--- src/rtl/orb_pkg.sv ---
// Shared types and default frame geometry for the orbit-frame packer and reader.
package orb_pkg;
    localparam int ORB_ADDR_W      = 11;
    localparam int ORB_WORD_W      = 12;
    localparam int ORB_FRAME_WORDS = 2048;

    typedef enum logic [1:0] {IDLE, FETCH, SHIFT, DONE} orb_state_e;
endpackage

--- src/rtl/orb_bit_timer.sv ---
// Bit-period divider and per-word bit counter for the serial downlink.
module orb_bit_timer #(
    parameter int WORD_W  = 12,
    parameter int BIT_DIV = 8
) (
    input  logic clk,
    input  logic rst,
    input  logic en,
    output logic bitStrb,
    output logic wordStrb,
    output logic bitEnd,
    output logic lastBit
);
    localparam int DIV_W = $clog2(BIT_DIV);
    localparam int CNT_W = $clog2(WORD_W);
    localparam logic [DIV_W-1:0] DIV_LAST = DIV_W'(BIT_DIV - 1);
    localparam logic [CNT_W-1:0] BIT_LAST = CNT_W'(WORD_W - 1);

    logic [DIV_W-1:0] div_q, div_d;
    logic [CNT_W-1:0] bit_q, bit_d;

    // Counters sit at zero whenever disabled, so the first enabled cycle is bit 0 of a word.
    always_comb begin
        div_d = '0;
        bit_d = '0;
        if (en) begin
            if (div_q == DIV_LAST) begin
                div_d = '0;
                bit_d = (bit_q == BIT_LAST) ? '0 : bit_q + CNT_W'(1);
            end else begin
                div_d = div_q + DIV_W'(1);
                bit_d = bit_q;
            end
        end
    end

    always_ff @(posedge clk or posedge rst) begin
        if (rst) begin
            div_q <= '0;
            bit_q <= '0;
        end else begin
            div_q <= div_d;
            bit_q <= bit_d;
        end
    end

    assign bitStrb  = en && (div_q == '0);
    assign wordStrb = bitStrb && (bit_q == '0);
    assign bitEnd   = en && (div_q == DIV_LAST);
    assign lastBit  = bitEnd && (bit_q == BIT_LAST);
endmodule

--- src/rtl/orb_reader.sv ---
// Reads the orbit frame RAM sequentially and serialises each word MSB-first,
// prefetching the next word so the downlink stream has no gaps.
module orb_reader import orb_pkg::*; #(
    parameter int ADDR_W      = ORB_ADDR_W,
    parameter int WORD_W      = ORB_WORD_W,
    parameter int FRAME_WORDS = ORB_FRAME_WORDS,
    parameter int BIT_DIV     = 8,
    parameter int RD_LAT      = 1
) (
    input  logic              clk,
    input  logic              rst,
    input  logic              start,
    input  logic [WORD_W-1:0] rdData,
    output logic [ADDR_W-1:0] rdAddr,
    output logic              rdEn,
    output logic              serOut,
    output logic              bitStrb,
    output logic              wordStrb,
    output logic              busy,
    output logic              frameDone,
    output logic              swOut,
    output logic              overrun
);
    localparam logic [ADDR_W-1:0] LAST_WORD = ADDR_W'(FRAME_WORDS - 1);
    localparam logic [ADDR_W:0]   NUM_WORDS = (ADDR_W+1)'(FRAME_WORDS);
    localparam logic              MULTI     = (FRAME_WORDS > 1);

    orb_state_e        state_q, state_d;
    logic              rdEn_q;
    logic [ADDR_W-1:0] rdAddr_q;
    logic [ADDR_W-1:0] word_q;
    logic              swOut_q;
    logic [RD_LAT-1:0] lat_q;
    logic [RD_LAT:0]   lat_w;
    logic [WORD_W-1:0] sreg_q;
    logic [WORD_W-1:0] pf_q;
    logic              capture, inShift, bitEnd, lastBit, moreWords, morePrefetch;

    // lat_q tracks each rdEn so data is taken exactly RD_LAT cycles later.
    assign lat_w        = {lat_q, rdEn_q};
    assign capture      = lat_q[RD_LAT-1];
    assign inShift      = (state_q == SHIFT);
    assign moreWords    = (word_q != LAST_WORD);
    assign morePrefetch = ({1'b0, word_q} + (ADDR_W+1)'(2)) < NUM_WORDS;

    orb_bit_timer #(
        .WORD_W  (WORD_W),
        .BIT_DIV (BIT_DIV)
    ) u_timer (
        .clk      (clk),
        .rst      (rst),
        .en       (inShift),
        .bitStrb  (bitStrb),
        .wordStrb (wordStrb),
        .bitEnd   (bitEnd),
        .lastBit  (lastBit)
    );

    always_comb begin
        state_d = state_q;
        case (state_q)
            IDLE:    if (start) state_d = FETCH;
            FETCH:   if (capture) state_d = SHIFT;
            SHIFT:   if (lastBit && !moreWords) state_d = DONE;
            DONE:    state_d = IDLE;
            default: state_d = IDLE;
        endcase
    end

    always_ff @(posedge clk or posedge rst) begin
        if (rst) state_q <= IDLE;
        else     state_q <= state_d;
    end

    always_ff @(posedge clk or posedge rst) begin
        if (rst) begin
            rdEn_q   <= 1'b0;
            rdAddr_q <= '0;
            word_q   <= '0;
            swOut_q  <= 1'b0;
            lat_q    <= '0;
        end else begin
            rdEn_q <= 1'b0;
            lat_q  <= lat_w[RD_LAT-1:0];
            case (state_q)
                IDLE: begin
                    if (start) begin
                        rdEn_q   <= 1'b1;
                        rdAddr_q <= '0;
                        word_q   <= '0;
                    end
                end
                FETCH: begin
                    if (capture && MULTI) begin
                        rdEn_q   <= 1'b1;
                        rdAddr_q <= rdAddr_q + ADDR_W'(1);
                    end
                end
                SHIFT: begin
                    if (lastBit) begin
                        if (moreWords) begin
                            word_q <= word_q + ADDR_W'(1);
                            if (morePrefetch) begin
                                rdEn_q   <= 1'b1;
                                rdAddr_q <= rdAddr_q + ADDR_W'(1);
                            end
                        end else begin
                            swOut_q <= ~swOut_q;
                        end
                    end
                end
                default: ;
            endcase
        end
    end

    // The first word goes straight into the shifter; later words come from the prefetch register.
    always_ff @(posedge clk) begin
        if (capture) pf_q <= rdData;
        if ((state_q == FETCH) && capture) begin
            sreg_q <= rdData;
        end else if (inShift) begin
            if (lastBit && moreWords) sreg_q <= pf_q;
            else if (bitEnd)          sreg_q <= {sreg_q[WORD_W-2:0], 1'b0};
        end
    end

    assign rdEn      = rdEn_q;
    assign rdAddr    = rdAddr_q;
    assign serOut    = inShift && sreg_q[WORD_W-1];
    assign busy      = (state_q == FETCH) || inShift;
    assign frameDone = (state_q == DONE);
    assign swOut     = swOut_q;
    assign overrun   = start && busy;
endmodule

--- config.mk ---
export PLATFORM = sky130hd
export DESIGN_NAME = orb_reader
export DESIGN_NICKNAME = d
export VERILOG_FILES = /design/src/rtl/orb_pkg.sv /design/src/rtl/orb_bit_timer.sv /design/src/rtl/orb_reader.sv
export SDC_FILE = /design/constraint.sdc
export NUM_CORES = 1
export LEC_CHECK = 0
export CORE_MARGIN = 2
export CORE_UTILIZATION = 55
export CTS_CLUSTER_SIZE = 20
export DETAILED_ROUTE_END_ITERATION = 12
export PLACE_DENSITY = 0.78
export SYNTH_ARGS = -nofsm -noshare
export SYNTH_HDL_FRONTEND = slang
export SYNTH_SLANG_ARGS = --single-unit
--- constraint.sdc ---
create_clock -name clk -period 4.3 [get_ports clk]
set_input_delay 0.43 -clock clk [delete_from_list [all_inputs] [get_ports clk]]
set_output_delay 0.43 -clock clk [all_outputs]
set_load 0.1 [all_outputs]
Word-level counts from Yosys, hierarchy flattened:

Cells that the tools add are included.

* bits in registers: 58
* input port bits: 15
* output and inout port bits: 19

* bitwise logic cells: 2
* magnitude comparators: 1
* reduce and logical (&&, ||, !) cells: 23
* equal/unequal tests: 13
* multiplexer cells: 28
* $add $sub $neg: 5

Operator list (number)
* 2-to-1 mux 11 bit: 7
* 2-to-1 mux 12 bit: 4
* one-hot mux 11 bit (3 select lines): 1
* adder 11 x 1 -> 11 bit (second input constant): 2
* one-hot mux 11 bit (2 select lines): 1
* adder 11 x 2 -> 12 bit (second input constant): 1
* < comparator 12 bit (second input constant): 1
* 2-to-1 mux 4 bit: 3
* != test 11 bit (second input constant): 1
* != test 2 x 1 -> 1 bit (second input constant): 5
* logical AND 1 bit: 9
* one-hot mux 2 bit (4 select lines): 1
* 2-to-1 mux 2 bit: 3
* 2-to-1 mux 3 bit: 2
* AND reduction 3 bit: 2
* AND reduction 6 bit: 1
* nonzero test 3 bit: 2
* 2-to-1 mux 1 bit: 5
* adder 4 x 1 -> 4 bit (second input constant): 1
* equality test 2 bit (second input constant): 2
* equality test 4 bit (second input constant): 1
* logical NOT 4 bit: 1
* != test 2 bit (second input constant): 2
* AND reduction 4 bit: 1
* other kinds (11): 13

Depth between registers and ports, before layout:

Gate-level depths: netlist of run 1.

* depth after elaboration: 7
* mapped depth: 8
* gate-level depth less buffers: 6

Modules after synthesis:

A second synthesis of run 1 with hierarchy kept.

* cells, all modules: 276
* area, all modules: 2995.4 um^2

By module, submodules not included
* orb_reader: cells each 232, instances 1, seq. area each 1396.3 um^2, area an instance 2565.0 um^2
* orb_bit_timer: cells each 44, instances 1, seq. area each 175.2 um^2, area an instance 430.4 um^2

Least setup slack after synthesis of run 1:

OpenSTA, ideal clock, no wires.

* kind: reg-to-output
* start: register state_q[0]
* end: output wordStrb
* required time: 3.870 ns
* stages on the path, launching flop included: 7
* buffers on the path: 1
* data arrival time: 4.289 ns
* path slack: -0.419 ns
* cells stage by stage: dfrtp_1 inv_1 ha_1 inv_1 clkbuf_1 nor3b_1 and3_1

* longest elaborated chain between the ends: 3

RTL lines
* start: declaration: RTL line orb_reader.sv:28 `orb_state_e state_q, state_d;`
* start signal: assignment: RTL line orb_reader.sv:72 `else state_q <= state_d;`
* equality test 2 bit: RTL line orb_reader.sv:42 `assign inShift = (state_q == SHIFT);`
* logical AND 1 bit: RTL line orb_bit_timer.sv:47 `assign bitStrb = en && (div_q == '0);`
* named net bitStrb: RTL line orb_reader.sv:17 `output logic bitStrb,`
* logical AND 1 bit: RTL line orb_bit_timer.sv:48 `assign wordStrb = bitStrb && (bit_q == '0);`
* end: declaration: RTL line orb_reader.sv:18 `output logic wordStrb,`

The timed path passes the listed nets, and every way through them passes these cells.

Worst setup path after layout of run 1:

* start: register state_q[0]
* end: output serOut

* longest elaborated chain between the ends: 2

RTL lines
* equality test 2 bit: RTL line orb_reader.sv:42
* logical AND 1 bit: RTL line orb_reader.sv:130 `assign serOut = inShift && sreg_q[WORD_W-1];`
* end: declaration: RTL line orb_reader.sv:16 `output logic serOut,`

No other way between the ends.

==> results of run 1 <==
worst max-delay path, delay by kind of cell (launching register included):
family | cells | cell delay (ns)
fa+ha+maj | 1 | 0.67
buf+inv | 2 | 1.25
simple gates | 1 | 0.23
flops | 1 | 0.42
cells by family (layout without fill, tap and decap cells):
family / after synthesis / count (layout) / synth area share [%]
flops: 58 / 58 / 51.6
simple gates: 127 / 127 / 21.0
mux: 7 / 7 / 2.43
compound gates: 60 / 60 / 15.4
fa+ha+maj: 12 / 12 / 4.93
xor+xnor: 1 / 1 / 0.288
buf+inv: 29 / 63 / 4.28
power by group:
group          internal, mW  total [mW]  switching [mW]
clock                 0.331       0.568           0.237
combinational         0.291        1.03           0.741
sequential            0.670       0.739          0.0682
total                  1.29        2.34            1.05
synth_stat cells (5+ instances only):
master / number
o21ai_0: 9
a32o_1: 6
buf_2: 5
a31oi_1: 14
clkbuf_1: 8
inv_1: 13
ha_1: 12
nand3_1: 25
nand2_1: 41
edfxtp_1: 24
nor2_1: 20
a22o_1: 6
nor3_1: 8
a21oi_1: 5
dfrtp_1: 34
routing by layer:
layer | global-route usage (%) | wire length (µm) | vias up | part of all wire (%)
li1 | - | - | 1142 | -
met1 | 29.2 | 2860 | 1160 | 46
met2 | 33.8 | 2930 | 87 | 47
met3 | 4.48 | 372 | 10 | 5.9
met4 | 10.2 | 97 | 0 | 1.5
met5 | 0 | 0 | - | 0
sequential cells by signal (all words and copies together) (netlist names):
register / cells
capture: 1
pf_q: 12
rdAddr: 11
rdEn: 1
sreg_q: 12
state_q: 2
swOut: 1
u_timer.bit_q: 4
u_timer.div_q: 3
word_q: 11
worst max-delay path by stage:
stage,from,to,slack (ns)
2_1_floorplan,state_q[0],wordStrb,0.66
3_3_place_gp,state_q[0],serOut,1.36
3_5_place_dp,state_q[0],serOut,1.31
4_1_cts,state_q[0],serOut,0.93
5_1_grt,state_q[0],serOut,0.80
6_report,state_q[0],serOut,0.94
layout make-up:
class                   count  area (µm²)
fillers                   439        1820
flip-flops and latches     58        1570
multi-input cells         207        1350
repair buffers             34         333
clock buffers               9         124
clock inverters             7         103
well taps                  72        90.1
inverters                  13        48.8
cell usage in the layout, fill, tap and decap left out, types with 6 or more instances in the layout:
master | synthesis | final
dfrtp_1 | 34 | 34
nor3_1 | 8 | 8
nand3_1 | 25 | 25
edfxtp_1 | 24 | 24
inv_1 | 13 | 13
nor2_1 | 20 | 20
ha_1 | 12 | 12
a22o_1 | 6 | 6
clkdlybuf4s50_1 | 0 | 31
clkbuf_8 | 0 | 9
a32o_1 | 6 | 6
nand2_1 | 41 | 41
a31oi_1 | 14 | 14
o21ai_0 | 9 | 9
metrics by stage:
| step | util [%] | std cells | hold slack, ns |
|---|---|---|---|
| after floorplan | - | 294 | 0.438 |
| after global placement | 62.3 | 384 | 0.383 |
| after detailed placement | 62.3 | 384 | 0.390 |
| after CTS | 66.5 | 400 | 0.404 |
| after global routing | 66.5 | 400 | 0.409 |
| final | 66.5 | 400 | 0.408 |
==> qor.txt, run 1 <==
Synth Warn # = 0
startpoint types = register
hold path depth = 0
P_leak = 1.47 nW
flops & latches, synth = 58
vias per cell = 6.00
die extent in x = 78.4 µm
num rows = 27
Slew @ Worst Pin = 0.974 ns
die area = 6140 µm²
cell taking the most area after synthesis = dfrtp_1
VDD IR max = 875 µV
Post-CTS Setup Bufs = 0
Setup Skew = 0.00749 ns
FMAX = 298 MHz
Core Box Area = 5440 µm²
Max stage delay cell, worst path = clkdlybuf4s50_1
Worst Hold End = capture
Layout Nets = 350
Initial DRC Count = 122
Final setup viols = 0
CP endpoint kind = primary output
worst path cell trace = inv_1, ha_1, and2_1, clkdlybuf4s50_1
hold path startpoint = rdEn
CTS max path bufs = 2
initial antenna violation count = 0
CP Class = reg2out
first-pass GRT wire length = 10300 µm
# resized after CTS = 0
EDFF count, synth = 24
final setup margin = 0.943 ns
Synth Flop Type = dfrtp_1
Hold Path Class = reg2reg
largest net degree at the start of global routing = 35
RR Endpoint = sreg_q[9]
dpl ws = 1.31 ns
gr ovfl total = 0
I/O Buffers = 33
Synth cell types = 50
Final Max Slew Viols = 0
n_diodes = 0
status = finished clean
routed wire length = 6260 µm
share of layout cells above drive strength 1 = 10.1%
period utilization = 78.1%
GP Congestion = 0.870
post-route cell area = 3620 µm²
root buf cell = clkbuf_8
clock latency at the later pin of the worst-skew pair = 0.35 ns
Placed Instance Area = 3390 µm²
router iterations before antenna repair = 4
synth top area cells = dfrtp_1 (28%), edfxtp_1 (24%), nand2_1 (5.1%), ha_1 (4.9%), nand3_1 (4.1%)
Antenna Nets Post-Route = 0
CP arrival = 2.93 ns
clk sinks = 58
Seq/Total Area, Yosys = 51.6%
clock period minus worst slack = 3.36 ns
Max-Cap Viols = 0
syn avg cell area = 10.4 µm²
DR vias = 2399
detail-routed net length per standard cell = 15.7 µm
Slew headroom = 34.9%
IO Pins = 34
r2r startpoint = state_q[0]
r2r setup slk = 1.38 ns
initial core utilization = 55.9%
DRC viols = 0
Gate Count Post-Synth = 294
Synthesized Nets = 321
die height = 78.4 µm
Detailed Place HPWL = 4120 µm
CP required = 3.87 ns
RSZ-0062 raised after global routing = no
CTS Hold Bufs = 0
fraction of registers with async set/reset = 58.6%
CTS buffer count = 9
PnR Total Power = 2.34 mW
crit path max fanout = 22
R2R depth = 6
top cell type's share of synthesized area = 28.0%
vias in the first global route = 2235
All-Layer GR Usage = 21.7%
CTS tree = yes
Setup TNS = 0 ns
clock-pin slew on the worst setup and hold paths = 0.07 ns
final hold viol count = 0
H-Tree Depth = 3
synthesized area = 3040 µm²
PwrDens = 647 nW/µm²
P&R area growth vs syn = 18.8%
max incr delay on CP = 1.13 ns
Note: power is estimated with default switching activity, not from simulation.
==> inputs of run 2 (changes only) <==
==> constraint.sdc (replaced) <==
create_clock -name clk -period 3.4 [get_ports clk]
set_input_delay 0.34 -clock clk [delete_from_list [all_inputs] [get_ports clk]]
set_output_delay 0.34 -clock clk [all_outputs]
set_load 0.1 [all_outputs]
==> run 2 against run 1 <==
  * Core utilization down 0.23 points
  * Final cell count up 1.3%
  * Highest routed layer unchanged
  * Hold slack worse by 0.011 ns
  * Clock skew increased by 0.0020 ns
  * Non-clock buffer count is 5 higher
  * Power is 21% higher
  * Critical path depth increased by 2
  * Critical endpoint is now wordStrb
  * Sequential share of layout area grew 0.15 points
  * Global-route usage is 0.41 points higher
  * Via count is 1.9% lower
==> qor.txt, run 2 (synthesis results as in run 1) <==
status = finished clean
initial core utilization = 55.9%
I/O Buffers = 33
CP startpoint = state_q[0]
Slew headroom = 35.2%
clock period minus worst slack = 2.87 ns
num rows = 27
IO Pins = 34
clock latency at the later pin of the worst-skew pair = 0.33 ns
Max-Cap Viols = 0
Worst Path Buf+Inv = 3
first-pass GRT wire length = 10600 µm
CTS buffer count = 9
die height = 78.4 µm
most frequent cells in the layout = nand2_1 (41), dfrtp_1 (34), clkdlybuf4s50_1 (27)
startpoint types = register
period utilization = 84.4%
routed wire length = 6240 µm
post-route cell area = 3600 µm²
Layout Nets = 355
r2r startpoint = state_q[0]
Max stage delay cell, worst path = ha_1
Placed Instance Area = 3420 µm²
hold path startpoint = rdEn
CTS Hold Bufs = 0
largest net degree at the start of global routing = 35
Post-CTS Setup Bufs = 0
die extent in x = 78.4 µm
GP Congestion = 0.843
CTS max path bufs = 2
Setup TNS = 0 ns
most common cell after layout, fill and taps aside = nand2_1
final setup margin = 0.530 ns
clock-pin slew on the worst setup and hold paths = 0.07 ns
Crit path max-delay family = buffers and inverters
Core Box Area = 5440 µm²
P&R area growth vs syn = 18.4%
DR vias = 2354
CP endpoint kind = primary output
crit path max fanout = 17
DRC viols = 0
PwrDens = 787 nW/µm²
P_leak = 1.47 nW
Final setup viols = 0
H-Tree Depth = 3
dpl cells = 389
FMAX = 348 MHz
CP Class = reg2out
Initial DRC Count = 177
root buf cell = clkbuf_8
All-Layer GR Usage = 22.1%
Util after Layout = 66.3%
Detailed Place HPWL = 4130 µm
dpl ws = 0.894 ns
# resized after CTS = 0
vias in the first global route = 2194
RSZ-0062 raised after global routing = no
n_diodes = 0
CP arrival = 2.53 ns
detail-routed net length per standard cell = 15.4 µm
VDD IR max = 1220 µV
initial antenna violation count = 0
gr ovfl total = 0
fin cells = 405
die area = 6140 µm²
Setup Skew = 0.00945 ns
clk sinks = 58
share of layout cells above drive strength 1 = 12.6%
CTS tree = yes
Antenna Nets Post-Route = 0
router iterations before antenna repair = 4
worst path cell trace = inv_1, ha_1, inv_1, nor3b_4, and3_1, buf_4
max incr delay on CP = 0.58 ns
final hold viol count = 0
vias per cell = 5.81
CP most frequent cell = inv_1
PnR Total Power = 2.83 mW
CP required = 3.06 ns
Hold Path Class = reg2reg
Final Max Slew Viols = 0
Slew @ Worst Pin = 0.969 ns
biggest regs = pf_q x12, sreg_q x12
final hold slack = 0.397 ns
[run 2: cell type report]
type                       instances  area [µm²]
sequential                        58        1570
timing repair buffer              39         360
inverter                          13        48.8
clock buffer                      10         138
multi-input combinational        207        1350
clock inverter                     6        42.5
fill                             427        1840
tap                               72        90.1
[run 2: power by group]
group / switching, mW / total (mW) / internal [mW]
Sequential: 0.0823 / 0.930 / 0.847
Combinational: 0.952 / 1.34 / 0.385
Clock: 0.284 / 0.568 / 0.283
Total: 1.32 / 2.83 / 1.52
[run 2: path summary, 6_finish.rpt]
kind                        endpoint  slack [ns]  cells past startpoint
hold / removal               capture        0.40                      0
setup reg to reg           sreg_q[9]        0.84                      6
setup / recovery            wordStrb        0.53                      6
max in group asynchronous      swOut        2.68                      3
hold reg to reg              capture        0.40                      0
min in group asynchronous  rdAddr[4]        0.41                      3
[run 2: metal layers]
| layer | up-vias | share of wire, % | GRT usage (%) |
|---|---|---|---|
| li1 | 1152 | - | - |
| met1 | 1120 | 47 | 31.7 |
| met2 | 74 | 46 | 32.8 |
| met3 | 8 | 5.8 | 6.78 |
| met4 | 0 | 1.3 | 5.96 |
| met5 | - | 0 | 0 |
[run 2: worst register-to-register path: cells and delay by family, from the launching register on]
kind / cells / cell delay (ns)
AOI/OAI and AO/OA: 2 / 0.66
adders and majority gates: 1 / 0.59
buffers and inverters: 2 / 0.49
DFF: 1 / 0.41
and+or+nand+nor: 1 / 0.14
==> inputs of run 3 (changes only) <==
==> constraint.sdc (replaced) <==
create_clock -name clk -period 3 [get_ports clk]
set_input_delay 0.3 -clock clk [delete_from_list [all_inputs] [get_ports clk]]
set_output_delay 0.3 -clock clk [all_outputs]
set_load 0.1 [all_outputs]
==> run 3 against run 2 <==
  * Setup slack got worse by 0.23 ns
  * Core utilization up 0.85 points
  * Wire length increased by 1.1%
  * Critical path type unchanged
  * Critical endpoint unchanged
  * Largest power group unchanged
  * Highest routed layer unchanged
==> qor.txt, run 3 (synthesis results as in run 1) <==
CTS Hold Bufs = 0
die area = 6140 µm²
Switching Fraction = 44.4%
Layout Nets = 356
DR vias = 2389
CTS buffer count = 9
All-Layer GR Usage = 21.6%
biggest regs = pf_q x12, sreg_q x12
most common cell after layout, fill and taps aside = nand2_1
Max-Cap Viols = 0
Setup Skew = 0.0118 ns
DRC viols = 0
Placed Instance Area = 3420 µm²
Clk network pwr share = 23.6%
Final Max Slew Viols = 0
I/O Buffers = 33
P_int = 1.92 mW
Flop pwr share = 29.9%
CP arrival = 2.40 ns
initial core utilization = 55.9%
Core Box Area = 5440 µm²
most frequent cells in the layout = nand2_1 (41), dfrtp_1 (34), nand3_1 (25)
period utilization = 90.0%
share of layout cells above drive strength 1 = 17.1%
router iterations before antenna repair = 4
H-Tree Depth = 3
GP Congestion = 0.894
CTS max path bufs = 2
post-route cell area = 3650 µm²
PwrDens = 944 nW/µm²
P&R area growth vs syn = 19.9%
first-pass GRT wire length = 10600 µm
clock latency at the later pin of the worst-skew pair = 0.34 ns
CTS tree = yes
CP endpoint kind = primary output
Antenna Nets Post-Route = 0
final hold viol count = 0
Setup TNS = 0 ns
RSZ-0062 raised after global routing = no
die extent in x = 78.4 µm
VDD IR max = 1130 µV
CP required = 2.70 ns
area of the multi-input gates = 1350 µm²
root buf cell = clkbuf_8
startpoint types = register
clock-pin slew on the worst setup and hold paths = 0.07 ns
# resized after CTS = 0
Gate power share = 46.5%
Detailed Place HPWL = 4240 µm
n_diodes = 0
CP Class = reg2out
Post-CTS Setup Bufs = 0
vias per cell = 5.88
Fillers = 424
Hold Path Class = in2async
final setup margin = 0.300 ns
largest net degree at the start of global routing = 35
IO Pins = 34
vias in the first global route = 2296
gr ovfl total = 0
Slew headroom = 60.1%
PnR Total Power = 3.45 mW
num rows = 27
status = finished clean
clock period minus worst slack = 2.70 ns
detail-routed net length per standard cell = 15.5 µm
dpl ws = 0.562 ns
die height = 78.4 µm
clk sinks = 58
final hold slack = 0.360 ns
P_leak = 1.53 nW
register area = 1570 µm²
routed wire length = 6310 µm
FMAX = 370 MHz
Initial DRC Count = 160
initial antenna violation count = 0
Slew @ Worst Pin = 0.598 ns
crit path max fanout = 12
P_sw = 1.53 mW
Final setup viols = 0
run 3: power groups by stage:
stage / sequential (mW) / combinational, mW / clock [mW]
global route: 1.04 / 1.71 / 0.858
floorplan: 1.21 / 1.09 / 0
global placement: 1.04 / 1.58 / 0
detailed placement: 1.04 / 1.60 / 0
finish: 1.03 / 1.60 / 0.815
CTS: 1.03 / 1.61 / 0.829
run 3: through the flow:
stage / std cells / util [%]
after floorplan: 294 / -
after global placement: 390 / 63.0
after detailed placement: 390 / 63.0
after CTS: 406 / 67.1
after global routing: 406 / 67.1
final: 406 / 67.1
run 3: path summary, 6_finish.rpt:
kind	from	to	slack, ns	cells after the start
max in group asynchronous	rst	rdAddr[8]	2.33	3
min in group clk	rdEn	capture	0.39	0
min reg2reg	rdEn	capture	0.39	0
max	state_q[0]	wordStrb	0.30	6
max reg2reg	state_q[0]	rdAddr[10]	0.54	6
min	rst	rdAddr[2]	0.36	3
run 3: routing by layer:
layer | GRT usage [%] | vias up | routed length (µm)
met4 | 8.42 | 0 | 24
met1 | 29.8 | 1175 | 2940
met5 | 0 | - | 0
met2 | 34.4 | 59 | 3030
li1 | - | 1153 | -
met3 | 3.79 | 2 | 312
run 3: final cells by class:
cell class	count	share of cell area (%)
sequential	58	43.1
multi-input combinational	207	37.1
timing repair buffer	40	9.87
clock buffer	9	3.39
clock inverter	7	2.78
tap	72	2.47
inverter	13	1.34
run 3: worst max-delay path, stage by stage, from the launching register on:
cell and delay (ns):
dfrtp_1 0.42, inv_1 0.13, ha_1 0.47, inv_1 0.32, nor3b_4 0.31, and3_2 0.24, buf_12 0.17
